$ cat config.mk
export PLATFORM = sky130hd
export DESIGN_NAME = clk_div_switch
export DESIGN_NICKNAME = d
export VERILOG_FILES = /design/src/rtl/clk_div_switch_pkg.sv /design/src/rtl/clk_div_gen.sv /design/src/rtl/clk_div_switch.sv
export SDC_FILE = /design/constraint.sdc
export NUM_CORES = 1
export LEC_CHECK = 0
export ABC_AREA = 0
export BUFFER_PORTS_ARGS = -buffer_cell sky130_fd_sc_hd__buf_2
export CELL_PAD_IN_SITES_DETAIL_PLACEMENT = 1
export CELL_PAD_IN_SITES_GLOBAL_PLACEMENT = 2
export CORE_ASPECT_RATIO = 1.5
export CORE_MARGIN = 3
export CORE_UTILIZATION = 33
export CTS_CLUSTER_SIZE = 12
export DETAILED_ROUTE_END_ITERATION = 10
export PLACE_DENSITY_LB_ADDON = 0.1
export SETUP_SLACK_MARGIN = 0.2
export SYNTH_ARGS = -nofsm -noshare
export SYNTH_HDL_FRONTEND = slang
export SYNTH_SLANG_ARGS = --single-unit
export TNS_END_PERCENT = 10
$ cat constraint.sdc
create_clock -name clk -period 2.95 [get_ports clk]
set_input_delay 0.295 -clock clk [delete_from_list [all_inputs] [get_ports clk]]
set_output_delay 0.295 -clock clk [all_outputs]
set_load 0.005 [all_outputs]
$ cat src/rtl/clk_div_switch_pkg.sv
// Shared types for the divided-clock generator and glitch-free source switch.
package clk_div_switch_pkg;

  typedef enum logic [1:0] {
    StIdle       = 2'd0,
    StWaitOldLow = 2'd1,
    StWaitNewLow = 2'd2
  } sw_state_e;

  // Source 0 is clk_a, source 1 is clk_b.
  function automatic logic pick_src(input logic sel, input logic a, input logic b);
    return sel ? b : a;
  endfunction

endpackage

$ cat src/rtl/clk_div_gen.sv
// Programmable half-period divider: output toggles every max(div,1) cycles of clk.
module clk_div_gen
  import clk_div_switch_pkg::*;
#(
  parameter int unsigned CNT_W = 16
) (
  input  logic             clk,
  input  logic             rst,
  input  logic [CNT_W-1:0] div,
  output logic             clk_o
);

  logic [CNT_W-1:0] cnt_q;
  logic [CNT_W-1:0] half_q;
  logic [CNT_W-1:0] div_eff;
  logic             term;

  assign div_eff = (div == '0) ? CNT_W'(1) : div;
  assign term    = (cnt_q == half_q - CNT_W'(1));

  // half_q is reloaded only at terminal count so a new div never cuts a half-period short.
  always_ff @(posedge clk) begin
    if (rst) begin
      cnt_q  <= '0;
      half_q <= div_eff;
      clk_o  <= 1'b0;
    end else if (term) begin
      cnt_q  <= '0;
      half_q <= div_eff;
      clk_o  <= ~clk_o;
    end else begin
      cnt_q  <= cnt_q + CNT_W'(1);
    end
  end

endmodule

$ cat src/rtl/clk_div_switch.sv
// Two programmable clock dividers feeding a registered, glitch-free source switch.
module clk_div_switch
  import clk_div_switch_pkg::*;
#(
  parameter int unsigned CNT_W = 16
) (
  input  logic             clk,
  input  logic             rst,
  input  logic [CNT_W-1:0] div_a,
  input  logic [CNT_W-1:0] div_b,
  input  logic             sel_req,
  output logic             clk_a,
  output logic             clk_b,
  output logic             clk_out,
  output logic             sel_cur,
  output logic             busy
);

  sw_state_e state_q;
  logic      tgt_q;
  logic      clk_a_d;
  logic      clk_b_d;
  logic      src_cur;
  logic      tgt_fall;

  clk_div_gen #(
    .CNT_W (CNT_W)
  ) u_div_a (
    .clk   (clk),
    .rst   (rst),
    .div   (div_a),
    .clk_o (clk_a)
  );

  clk_div_gen #(
    .CNT_W (CNT_W)
  ) u_div_b (
    .clk   (clk),
    .rst   (rst),
    .div   (div_b),
    .clk_o (clk_b)
  );

  assign src_cur  = pick_src(sel_cur, clk_a, clk_b);
  assign tgt_fall = pick_src(tgt_q, clk_a_d, clk_b_d) & ~pick_src(tgt_q, clk_a, clk_b);

  always_ff @(posedge clk) begin
    if (rst) begin
      state_q <= StIdle;
      tgt_q   <= 1'b0;
      clk_a_d <= 1'b0;
      clk_b_d <= 1'b0;
      clk_out <= 1'b0;
      sel_cur <= 1'b0;
      busy    <= 1'b0;
    end else begin
      clk_a_d <= clk_a;
      clk_b_d <= clk_b;
      case (state_q)
        StIdle: begin
          clk_out <= src_cur;
          if (sel_req != sel_cur) begin
            tgt_q   <= sel_req;
            busy    <= 1'b1;
            state_q <= StWaitOldLow;
          end
        end
        // Let the current high phase finish; park low once the old source is seen low.
        StWaitOldLow: begin
          clk_out <= src_cur;
          if (!src_cur) state_q <= StWaitNewLow;
        end
        // Hand over only on a falling edge of the new source, so its next high is whole.
        StWaitNewLow: begin
          clk_out <= 1'b0;
          if (tgt_fall) begin
            sel_cur <= tgt_q;
            busy    <= 1'b0;
            state_q <= StIdle;
          end
        end
        default: begin
          clk_out <= 1'b0;
          busy    <= 1'b0;
          state_q <= StIdle;
        end
      endcase
    end
  end

endmodule
==> impl_metrics.py, run 1 <==
metrics = {
    "clock_tree": {
        "ctsHoldBuffers": 0,
        "num_cts_buffers": 9,
        "cts_tree": "done",
        "number_of_clock_sinks_seen_by_cts": 74,
        "clk_latency_ns": 0.33,
        "cts.reportedPaths.clkPinSlew_ns": 0.06,
        "cts_buffer_depth": 2,
        "clock-root-buffer": "sky130_fd_sc_hd__clkbuf_16",
        "h-tree-depth": 3,
    },
    "timing": {
        "timing.max_slew.rel_slack_pct": 62.08,
        "slew_violations": 0,
        "setup_violations": 0,
        "hold_viol_final": 0,
        "tns_ns": 0,
        "fin_skew_ns": 0.004209,
        "timing_worst_slew_pin_value_ns": 0.5636,
        "max_clock_freq_mhz": 357.5,
        "final.period_utilization_pct": 94.83,
        "fin_worst_hold_slack_ns": 0.1528,
        "final_period_minus_worst_setup_slack_ns": 2.798,
        "rsz0062_at_grt": "yes",
    },
    "power_and_ir_drop": {
        "total_power_mw": 2.588,
        "power.share.switching_pct": 23.60,
        "peakVddDrop_v": 0.0002898,
        "seqPwrFrac_pct": 44.8,
        "static-leakage-power_nw": 1.825,
        "pwr_per_cell_area_nw_per_um2": 519.3,
        "part_of_the_power_in_combinational_logic_pct": 10.4,
        "clock_power_share_pct": 44.8,
        "power_report.internal_total_mw": 1.977,
        "power.switching_uw": 610.9,
    },
    "worst_setup_path": {
        "timing.critical_path.required_ns": 3.04,
        "timing_worst_setup_path_type": "reg2reg",
        "crit_path_end": "u_div_a.half_q[1]$_SDFFCE_PN0P_",
        "worstPathArrival_ns": 2.89,
        "startpoint_type": "register",
        "critical_path.endpoint_type": "register",
        "timing.reg2reg.setup_slack_ns": 0.15,
        "worst-path-max-fanout": 16,
        "setup.worst_path.start": "u_div_a.half_q[11]$_SDFFCE_PN0P_",
        "r2r_path_end": "u_div_a.half_q[1]$_SDFFCE_PN0P_",
        "worst-r2r-cell-count": 7,
        "reg2reg_from": "u_div_a.half_q[11]$_SDFFCE_PN0P_",
    },
    "hold_path": {
        "worstHoldPathType": "in2reg",
    },
    "yosys": {
        "synth_top_family_by_area": "simple AND/OR/NAND/NOR gates",
        "synth.area.mux_share_pct": 1.628,
        "postSynthCellCount": 428,
        "post_synth.cell_area_avg_um2": 9.340,
        "ys_warn_count": 0,
        "postSynthNetCount": 467,
        "synth_seq_cells": 74,
        "ys_dominant_reg_cell": "sky130_fd_sc_hd__dfxtp_1",
        "synth_compound_gate_area_share_pct": 9.546,
        "synth_simple_gate_area_share_pct": 22.38,
        "synth.lib_cells_used.distinct": 54,
        "synth-async-reset-ratio_pct": 0,
        "synth-xor-area-share_pct": 14.24,
        "synth_adder_area_share_pct": 1.252,
        "number_of_synthesized_flops_with_an_enable_pin": 32,
        "syn_area_um2": 3998,
        "yosysSeqAreaShare_pct": 45.07,
    },
    "floorplan": {
        "dieArea_um2": 13500,
        "die_h_um": 140.8,
        "io_pins": 40,
        "start_util_pct": 34.31,
        "fp-row-count": 48,
        "core_um2": 11650,
        "die_x_um": 95.87,
    },
    "detailed_routing": {
        "routed_wirelength_um": 10630,
        "route.antenna.remaining_nets": 0,
        "detail_route.vias_per_cell": 5.159,
        "route.vias.total": 3209,
        "route.detailed.wl_per_inst_um": 17.09,
        "post-route-drc-count": 0,
        "detailedRoute.firstIterationViolations": 94,
        "detailedRoute.firstPassIterationCount": 4,
    },
    "layout": {
        "fillers": 1337,
        "finish.cell_count_without_fillers": 622,
        "fraction_of_layout_cells_with_a_size_suffix_above_1_pct": 25.21,
        "flow.area_growth_from_synthesis_pct": 24.66,
        "multi_input_area_um2": 2103,
        "antenna_cells_inserted": 0,
        "finalNetCount": 506,
        "seq_area_um2": 1802,
        "final_util_pct": 42.77,
    },
    "global_route": {
        "antenna_found_initial": 0,
        "grtUsageTotal_pct": 16.15,
        "overflow": 0,
        "first_pass_grt_wire_length_um": 16690,
        "first_global_vias": 3327,
        "maximum_number_of_pins_on_one_net_before_global_route_repair": 33,
    },
    "placement": {
        "buffer_ports.inserted": 39,
        "estimated_wirelength_of_the_detail_placed_design_um": 7943,
        "gp_routability_congestion": 0.8213,
        "number_of_cells_in_the_design_after_placement": 598,
    },
    "status": {
        "run_status": "complete, no violations",
    },
    "run": {
        "cap_violations": 0,
    },
}
## layout by cell type, fill, tap and decap left out, drive strengths merged, types with 4 or more instances in the layout
master / n
nor4: 17
nor3: 17
ha: 4
clkbuf: 13
o21ai: 7
buf: 71
edfxtp: 32
nor2b: 5
or3: 6
dfxtp: 42
mux2: 4
and3: 4
xor2: 32
a21oi: 9
nand3: 11
xnor2: 33
nor2: 58
inv: 11
nand2: 21
a211oi: 5
or4: 5
nand4: 10
## state kept, by name (all words and copies together) (netlist names), 2 cells and up
signal          cells
u_div_b.half_q     16
u_div_b.cnt_q      16
state_q             2
u_div_a.half_q     16
u_div_a.cnt_q      16
## synth_stat cells (3+ instances only)
| cell type | count | share of area (%) |
|---|---|---|
| sky130_fd_sc_hd__a21oi_1 | 9 | 1.1 |
| sky130_fd_sc_hd__and3_1 | 4 | 0.63 |
| sky130_fd_sc_hd__dfxtp_1 | 42 | 21 |
| sky130_fd_sc_hd__edfxtp_1 | 32 | 24 |
| sky130_fd_sc_hd__nand4_1 | 10 | 1.6 |
| sky130_fd_sc_hd__a2111oi_0 | 3 | 0.66 |
| sky130_fd_sc_hd__nor2_1 | 58 | 5.4 |
| sky130_fd_sc_hd__ha_1 | 4 | 1.3 |
| sky130_fd_sc_hd__a211oi_1 | 5 | 0.94 |
| sky130_fd_sc_hd__mux2_2 | 4 | 1.1 |
| sky130_fd_sc_hd__nand2_1 | 21 | 2.0 |
| sky130_fd_sc_hd__a31oi_1 | 3 | 0.47 |
| sky130_fd_sc_hd__or4_1 | 5 | 0.94 |
| sky130_fd_sc_hd__o21ai_0 | 7 | 0.88 |
| sky130_fd_sc_hd__or3_1 | 6 | 0.94 |
| sky130_fd_sc_hd__xnor2_1 | 33 | 7.2 |
| sky130_fd_sc_hd__nand3_1 | 11 | 1.4 |
| sky130_fd_sc_hd__nand2b_1 | 3 | 0.47 |
| sky130_fd_sc_hd__nor2b_1 | 5 | 0.78 |
| sky130_fd_sc_hd__nor4_1 | 15 | 2.3 |
| sky130_fd_sc_hd__nor3b_1 | 3 | 0.56 |
| sky130_fd_sc_hd__inv_1 | 10 | 0.94 |
| sky130_fd_sc_hd__a41o_1 | 3 | 0.75 |
| sky130_fd_sc_hd__a311oi_1 | 3 | 0.66 |
| sky130_fd_sc_hd__buf_6 | 3 | 0.85 |
| sky130_fd_sc_hd__nor4b_1 | 3 | 0.66 |
| sky130_fd_sc_hd__o211ai_1 | 3 | 0.56 |
| sky130_fd_sc_hd__xor2_1 | 32 | 7.0 |
| sky130_fd_sc_hd__nor3_1 | 17 | 2.1 |
| sky130_fd_sc_hd__clkbuf_1 | 39 | 3.7 |
## how the worst min path moves through the flow
stage / start / to / slack [ns] / cells past startpoint
final: div_b[9] / u_div_b.half_q[9]$_SDFFCE_PN0P_ / 0.15 / 1
after global routing: div_b[3] / u_div_b.half_q[3]$_SDFFCE_PN0P_ / 0.14 / 1
after CTS: div_b[9] / u_div_b.half_q[9]$_SDFFCE_PN0P_ / 0.14 / 1
after detailed placement: u_div_a.cnt_q[0]$_SDFF_PP0_ / u_div_a.cnt_q[0]$_SDFF_PP0_ / 0.47 / 1
after global placement: u_div_a.cnt_q[0]$_SDFF_PP0_ / u_div_a.cnt_q[0]$_SDFF_PP0_ / 0.47 / 1
after floorplan: u_div_a.cnt_q[0]$_SDFF_PP0_ / u_div_a.cnt_q[0]$_SDFF_PP0_ / 0.44 / 1
## power by group through the flow
stage | Clock (mW) | Combinational [mW] | Sequential (mW)
after detailed placement | 0 | 0.239 | 1.18
after CTS | 1.20 | 0.252 | 1.16
after global placement | 0 | 0.234 | 1.18
after global routing | 1.24 | 0.297 | 1.16
final | 1.16 | 0.269 | 1.16
after floorplan | 0 | 0.155 | 1.17
## kinds of logic (layout without fill, tap and decap cells)
| family | Yosys count | after routing |
|---|---|---|
| AOI/OAI and AO/OA | 52 | 52 |
| xor gates and xnor gates | 65 | 65 |
| adders and majority gates | 4 | 4 |
| buffers and inverters | 55 | 99 |
| DFF | 74 | 74 |
| muxes | 6 | 6 |
| and+or+nand+nor | 172 | 172 |
## per-stage QoR
stage          cell area [um^2]  setup WS (ns)
2_1_floorplan              4033        0.09733
3_3_place_gp               4419         0.1092
3_5_place_dp               4419        0.04815
4_1_cts                    4822         0.1411
5_1_grt                    4984        0.06605
6_report                   4984         0.1525
## area by class of cell
cell class | instances | area share [%]
repair buffers | 73 | 10.65
well taps | 150 | 3.766
multi-input cells | 299 | 42.20
flip-flops and latches | 74 | 36.15
clock inverters | 5 | 1.180
inverters | 10 | 0.7532
clock buffers | 11 | 5.298
## critical path: stages (launching register included)
cell and delay [ns]:
sky130_fd_sc_hd__edfxtp_1 0.40, sky130_fd_sc_hd__or4_4 0.58, sky130_fd_sc_hd__nor4_4 0.35, sky130_fd_sc_hd__mux2_4 0.35, sky130_fd_sc_hd__a311oi_4 0.34, sky130_fd_sc_hd__nor4_4 0.09, sky130_fd_sc_hd__or2_4 0.28, sky130_fd_sc_hd__buf_12 0.16
## metal layers
| layer | track usage (%) | vias up | routed length, um | part of all wire (%) |
|---|---|---|---|---|
| met5 | 0 | - | 0 | 0 |
| met4 | 6.222 | 0 | 309 | 2.9 |
| met3 | 3.364 | 20 | 287 | 2.7 |
| met2 | 31.45 | 47 | 6215 | 58 |
| met1 | 16.00 | 1554 | 3818 | 36 |
| li1 | - | 1588 | - | - |
## what timing repair did
| action | 4_1_cts | 5_1_grt |
|---|---|---|
| endpoints found under the setup margin | 49 | 66 |
| gates resized for setup | 7 | 19 |
| pin swaps | 2 | 6 |
| gates cloned | 1 | 2 |
| buffers inserted | 2 | 3 |
Note: power is estimated with default switching activity, not from simulation.
==> run 2, diff against run 1 <==
CELL_PAD_IN_SITES_DETAIL_PLACEMENT = default   (was 1)
CELL_PAD_IN_SITES_GLOBAL_PLACEMENT = default   (was 2)
CORE_UTILIZATION = 50   (was 33)
PLACE_DENSITY = 0.72   (was default)
PLACE_DENSITY_LB_ADDON = default   (was 0.1)
==> run 2 against run 1 <==
Against the previous run: register-to-register slack about the same; final area decreased by 2.3%; largest power group unchanged; global-route usage increased by 3.7 points; setup slack got worse by 0.0090 ns; final cell count decreased by 8.2%; critical endpoint is now u_div_a.cnt_q[6]$_SDFF_PP0_; first-iteration DRC count increased by 22%.
==> impl_metrics.py, run 2 (same netlist as run 1, synthesis figures left out) <==
metrics = {
    "clock_tree": {
        "cts_buffer_depth": 2,
        "cts_tree": "done",
        "number_of_clock_sinks_seen_by_cts": 74,
        "clock-root-buffer": "sky130_fd_sc_hd__clkbuf_16",
        "cts.reportedPaths.clkPinSlew_ns": 0.06,
        "clk_latency_ns": 0.34,
        "h-tree-depth": 3,
        "num_cts_buffers": 9,
    },
    "floorplan": {
        "fp-row-count": 39,
        "dieArea_um2": 9126,
        "core_um2": 7710,
        "io_pins": 40,
        "start_util_pct": 51.85,
        "die_x_um": 79.01,
        "die_h_um": 115.5,
    },
    "timing": {
        "setup_violations": 0,
        "fin_worst_hold_slack_ns": 0.1457,
        "hold_viol_final": 0,
        "timing_worst_slew_pin_value_ns": 0.5127,
        "final_period_minus_worst_setup_slack_ns": 2.806,
        "layout_setup_ws_ns": 0.1435,
        "final.period_utilization_pct": 95.14,
        "slew_violations": 0,
        "fin_skew_ns": 0.006729,
        "rsz0062_at_grt": "yes",
        "timing.max_slew.rel_slack_pct": 65.51,
        "tns_ns": 0,
        "max_clock_freq_mhz": 356.3,
    },
    "worst_setup_path": {
        "worst-path-max-fanout": 8,
        "startpoint_type": "register",
        "worstPathArrival_ns": 3.08,
        "timing.critical_path.required_ns": 3.22,
        "timing_worst_setup_path_type": "reg2reg",
        "timing.reg2reg.setup_slack_ns": 0.14,
        "critical_path.endpoint_type": "register",
    },
    "power_and_ir_drop": {
        "power.share.switching_pct": 23.04,
        "seqPwrFrac_pct": 45.8,
        "peakVddDrop_v": 0.0005423,
        "total_power_mw": 2.543,
        "power_report.internal_total_mw": 1.957,
        "pwr_per_cell_area_nw_per_um2": 522.3,
        "part_of_the_power_in_combinational_logic_pct": 10.0,
        "clock_power_share_pct": 44.2,
        "static-leakage-power_nw": 1.810,
        "power.switching_uw": 586.0,
    },
    "global_route": {
        "first_pass_grt_wire_length_um": 13940,
        "antenna_found_initial": 0,
        "first_global_vias": 3130,
        "maximum_number_of_pins_on_one_net_before_global_route_repair": 17,
        "overflow": 0,
        "grtUsageTotal_pct": 19.82,
    },
    "detailed_routing": {
        "detailedRoute.firstPassIterationCount": 4,
        "detailedRoute.firstIterationViolations": 115,
        "route.vias.total": 3192,
        "routed_wirelength_um": 8683,
        "detail_route.vias_per_cell": 5.590,
        "route.antenna.remaining_nets": 0,
        "route.detailed.wl_per_inst_um": 15.21,
        "post-route-drc-count": 0,
    },
    "layout": {
        "layout_commonest_cell": "sky130_fd_sc_hd__nor2_1",
        "flow.area_growth_from_synthesis_pct": 21.82,
        "layout.cell_area.non_filler_um2": 4870,
        "finalNetCount": 503,
        "antenna_cells_inserted": 0,
        "final_cell_mix": "sky130_fd_sc_hd__nor2_1, sky130_fd_sc_hd__dfxtp_1, sky130_fd_sc_hd__buf_2, sky130_fd_sc_hd__xnor2_1",
        "fraction_of_layout_cells_with_a_size_suffix_above_1_pct": 22.81,
    },
    "placement": {
        "placement.setup.worst_slack_ns": 0.04882,
        "buffer_ports.inserted": 39,
        "estimated_wirelength_of_the_detail_placed_design_um": 6399,
        "gp_routability_congestion": 0.8992,
        "detailed_place.area_um2": 4299,
    },
    "run": {
        "cap_violations": 0,
    },
    "status": {
        "run_status": "complete, no violations",
    },
    "hold_path": {
        "worstHoldPathType": "in2reg",
    },
}
run 2: timing repair:
action / CTS / global route
setup buffers: 8 / 2
endpoints found under the setup margin: 64 / 66
pin swaps: 4 / 8
hold buffers: 0 / 0
cloned: 2 / 1
resized for setup: 4 / 16
run 2: cell type report:
| cell class | instances | area [um^2] |
|---|---|---|
| Clock buffer | 11 | 254.0 |
| Clock inverter | 5 | 60.06 |
| Fill cell | 661 | 2840 |
| Inverter | 10 | 37.54 |
| Multi-Input combinational cell | 299 | 2057 |
| Sequential cell | 74 | 1802 |
| Tap cell | 102 | 127.6 |
| Timing Repair Buffer | 70 | 531.8 |
run 2: routing by layer:
layer  track usage (%)  routed length [um]
met2             38.64                4992
met4             13.07                 348
met1             18.11                3050
met5                 0                   0
met3             3.810                 292
run 2: worst max-delay path, stage by stage (launching register included):
cell                        delay [ns]
sky130_fd_sc_hd__edfxtp_1         0.39
sky130_fd_sc_hd__or4_4            0.59
sky130_fd_sc_hd__nor4_4           0.32
sky130_fd_sc_hd__mux2_4           0.34
sky130_fd_sc_hd__a311oi_4         0.33
sky130_fd_sc_hd__nor4_4           0.08
sky130_fd_sc_hd__or2_4            0.29
sky130_fd_sc_hd__buf_12           0.14
sky130_fd_sc_hd__clkbuf_16        0.15
sky130_fd_sc_hd__nor2_1           0.12
run 2: path summary, 6_finish.rpt:
| check | endpoint | start | depth (start not counted) |
|---|---|---|---|
| max reg2reg | u_div_a.cnt_q[6]$_SDFF_PP0_ | u_div_a.half_q[8]$_SDFFCE_PN0P_ | 9 |
| max | u_div_a.cnt_q[6]$_SDFF_PP0_ | u_div_a.half_q[8]$_SDFFCE_PN0P_ | 9 |
| min reg2reg | u_div_b.cnt_q[0]$_SDFF_PP0_ | u_div_b.cnt_q[0]$_SDFF_PP0_ | 1 |
| min | u_div_b.half_q[3]$_SDFFCE_PN0P_ | div_b[3] | 1 |
run 2: power by group through the flow:
| stage | sequential, mW | combinational (mW) | clock [mW] |
|---|---|---|---|
| 2_1_floorplan | 1.17 | 0.155 | 0 |
| 3_3_place_gp | 1.18 | 0.210 | 0 |
| 3_5_place_dp | 1.19 | 0.216 | 0 |
| 4_1_cts | 1.16 | 0.239 | 1.15 |
| 5_1_grt | 1.17 | 0.282 | 1.19 |
| 6_report | 1.16 | 0.255 | 1.12 |
run 2: metrics by stage:
step	util, %	instances
after floorplan	-	428
after global placement	55.76	542
after detailed placement	55.76	542
after CTS	61.67	568
after global routing	63.16	571
final	63.16	571
==> run 3, diff against run 2 <==
PLACE_DENSITY = 0.74   (was 0.72)
==> run 3 against run 2 <==
Against the previous run: global-route usage fell by 0.33 points; combinational power fell by 5%; die area did not move; maximum frequency rose by 0.50%; critical path type unchanged; critical endpoint is now u_div_a.cnt_q[15]$_SDFF_PP0_; count of clock-buffer cells in the layout rose by 1.
==> impl_metrics.py, run 3 (same netlist as run 1, synthesis figures left out) <==
metrics = {
    "status": {
        "run_status": "complete, no violations",
    },
    "power_and_ir_drop": {
        "static-leakage-power_nw": 1.766,
        "clock_power_share_pct": 43.8,
        "total_power_mw": 2.507,
        "power.switching_uw": 592.2,
        "part_of_the_power_in_combinational_logic_pct": 9.6,
        "power_report.internal_total_mw": 1.915,
        "power.share.switching_pct": 23.62,
        "seqPwrFrac_pct": 46.5,
        "peakVddDrop_v": 0.0004306,
        "pwr_per_cell_area_nw_per_um2": 525.4,
    },
    "clock_tree": {
        "num_cts_buffers": 9,
        "cts_buffer_depth": 2,
        "h-tree-depth": 3,
        "cts.reportedPaths.clkPinSlew_ns": 0.06,
        "clk_latency_ns": 0.34,
        "clock-root-buffer": "sky130_fd_sc_hd__clkbuf_16",
        "number_of_clock_sinks_seen_by_cts": 74,
        "cts_tree": "done",
        "ctsHoldBuffers": 0,
    },
    "floorplan": {
        "die_h_um": 115.5,
        "start_util_pct": 51.85,
        "die_x_um": 79.01,
        "core_um2": 7710,
        "dieArea_um2": 9126,
        "fp-row-count": 39,
        "io_pins": 40,
    },
    "placement": {
        "placement.setup.worst_slack_ns": 0.03182,
        "buffer_ports.inserted": 39,
        "estimated_wirelength_of_the_detail_placed_design_um": 6466,
        "gp_routability_congestion": 0.9086,
    },
    "layout": {
        "fraction_of_layout_cells_with_a_size_suffix_above_1_pct": 22.80,
        "final_cell_mix": "sky130_fd_sc_hd__nor2_1, sky130_fd_sc_hd__dfxtp_1, sky130_fd_sc_hd__buf_2, sky130_fd_sc_hd__xnor2_1",
        "fillers": 668,
        "flow.area_growth_from_synthesis_pct": 19.34,
        "layout_commonest_cell": "sky130_fd_sc_hd__nor2_1",
        "finalNetCount": 499,
        "antenna_cells_inserted": 0,
    },
    "detailed_routing": {
        "route.antenna.remaining_nets": 0,
        "route.vias.total": 3177,
        "detailedRoute.firstPassIterationCount": 4,
        "post-route-drc-count": 0,
        "route.detailed.wl_per_inst_um": 15.53,
        "routed_wirelength_um": 8804,
        "detailedRoute.firstIterationViolations": 118,
        "detail_route.vias_per_cell": 5.603,
    },
    "global_route": {
        "grt_use_met2_pct": 36.67,
        "maximum_number_of_pins_on_one_net_before_global_route_repair": 33,
        "grtUsageTotal_pct": 19.49,
        "overflow": 0,
        "globalRoute.busiestLayer": "met2",
        "globalRouteMet1Util_pct": 19.10,
        "first_global_vias": 2999,
        "use_met3_pct": 4.121,
        "first_pass_grt_wire_length_um": 13670,
        "antenna_found_initial": 0,
    },
    "worst_setup_path": {
        "startpoint_type": "register",
        "timing_worst_setup_path_type": "reg2reg",
        "timing.critical_path.required_ns": 3.23,
        "worst-path-max-fanout": 4,
        "critical_path.endpoint_type": "register",
        "worstPathArrival_ns": 3.07,
    },
    "timing": {
        "timing_worst_slew_pin_value_ns": 0.4903,
        "hold_viol_final": 0,
        "fin_worst_hold_slack_ns": 0.1481,
        "final.period_utilization_pct": 94.67,
        "rsz0062_at_grt": "yes",
        "slew_violations": 0,
        "tns_ns": 0,
        "final_period_minus_worst_setup_slack_ns": 2.793,
        "timing.max_slew.rel_slack_pct": 67.01,
        "fin_skew_ns": 0.006942,
        "setup_violations": 0,
        "max_clock_freq_mhz": 358.1,
        "layout_setup_ws_ns": 0.1574,
    },
    "hold_path": {
        "worstHoldPathType": "in2reg",
    },
    "run": {
        "cap_violations": 0,
    },
}
[run 3: final timing paths]
path | startpoint | to | slack (ns) | cells past startpoint
hold / removal | div_a[13] | u_div_a.half_q[13]$_SDFFCE_PN0P_ | 0.15 | 1
setup reg to reg | u_div_a.half_q[9]$_SDFFCE_PN0P_ | u_div_a.cnt_q[15]$_SDFF_PP0_ | 0.16 | 9
hold reg to reg | u_div_a.cnt_q[0]$_SDFF_PP0_ | u_div_a.cnt_q[0]$_SDFF_PP0_ | 0.50 | 1
setup / recovery | u_div_a.half_q[9]$_SDFFCE_PN0P_ | u_div_a.cnt_q[15]$_SDFF_PP0_ | 0.16 | 9
[run 3: final cells by class]
type                            count  area [um^2]  share of cell area, %
Sequential cell                    74         1802                  37.77
Timing Repair Buffer               66        440.4                  9.232
Inverter                           10        37.54                 0.7868
Tap cell                          102        127.6                  2.675
Multi-Input combinational cell    299         2052                  43.01
Clock inverter                      4        31.28                 0.6557
Clock buffer                       12        280.3                  5.875
[run 3: routing by layer]
metal	routed length (um)	vias to the layer above
li1	-	1581
met1	3270	1504
met2	4900	68
met3	264	24
met4	369	0
met5	0	-
[run 3: metrics by stage]
stage | utilization [%] | std cells | cell area (um^2)
after floorplan | - | 428 | 4033
after global placement | 55.76 | 542 | 4299
after detailed placement | 55.76 | 542 | 4299
after CTS | 60.09 | 561 | 4633
after global routing | 61.88 | 567 | 4771
final | 61.88 | 567 | 4771
[run 3: what timing repair did]
action | 4_1_cts | 5_1_grt
gates cloned | 0 | 1
setup endpoints to repair | 47 | 66
buffers inserted | 3 | 5
resized for setup | 0 | 16
pin swaps | 1 | 9
[run 3: critical path: stages (launching register included)]
cell and delay, ns:
sky130_fd_sc_hd__edfxtp_1 0.39, sky130_fd_sc_hd__or4_4 0.59, sky130_fd_sc_hd__nor4_4 0.33, sky130_fd_sc_hd__mux2_4 0.34, sky130_fd_sc_hd__a311oi_4 0.33, sky130_fd_sc_hd__nor4_4 0.09, sky130_fd_sc_hd__or2_4 0.29, sky130_fd_sc_hd__buf_4 0.14
sky130_fd_sc_hd__buf_4 0.14, sky130_fd_sc_hd__a21oi_2 0.09
[run 3: power by group through the flow]
stage	Clock [mW]	Combinational [mW]	Sequential, mW
finish	1.10	0.241	1.17
global route	1.17	0.265	1.17
CTS	1.12	0.221	1.16
detailed placement	0	0.215	1.19
global placement	0	0.208	1.18
floorplan	0	0.155	1.17
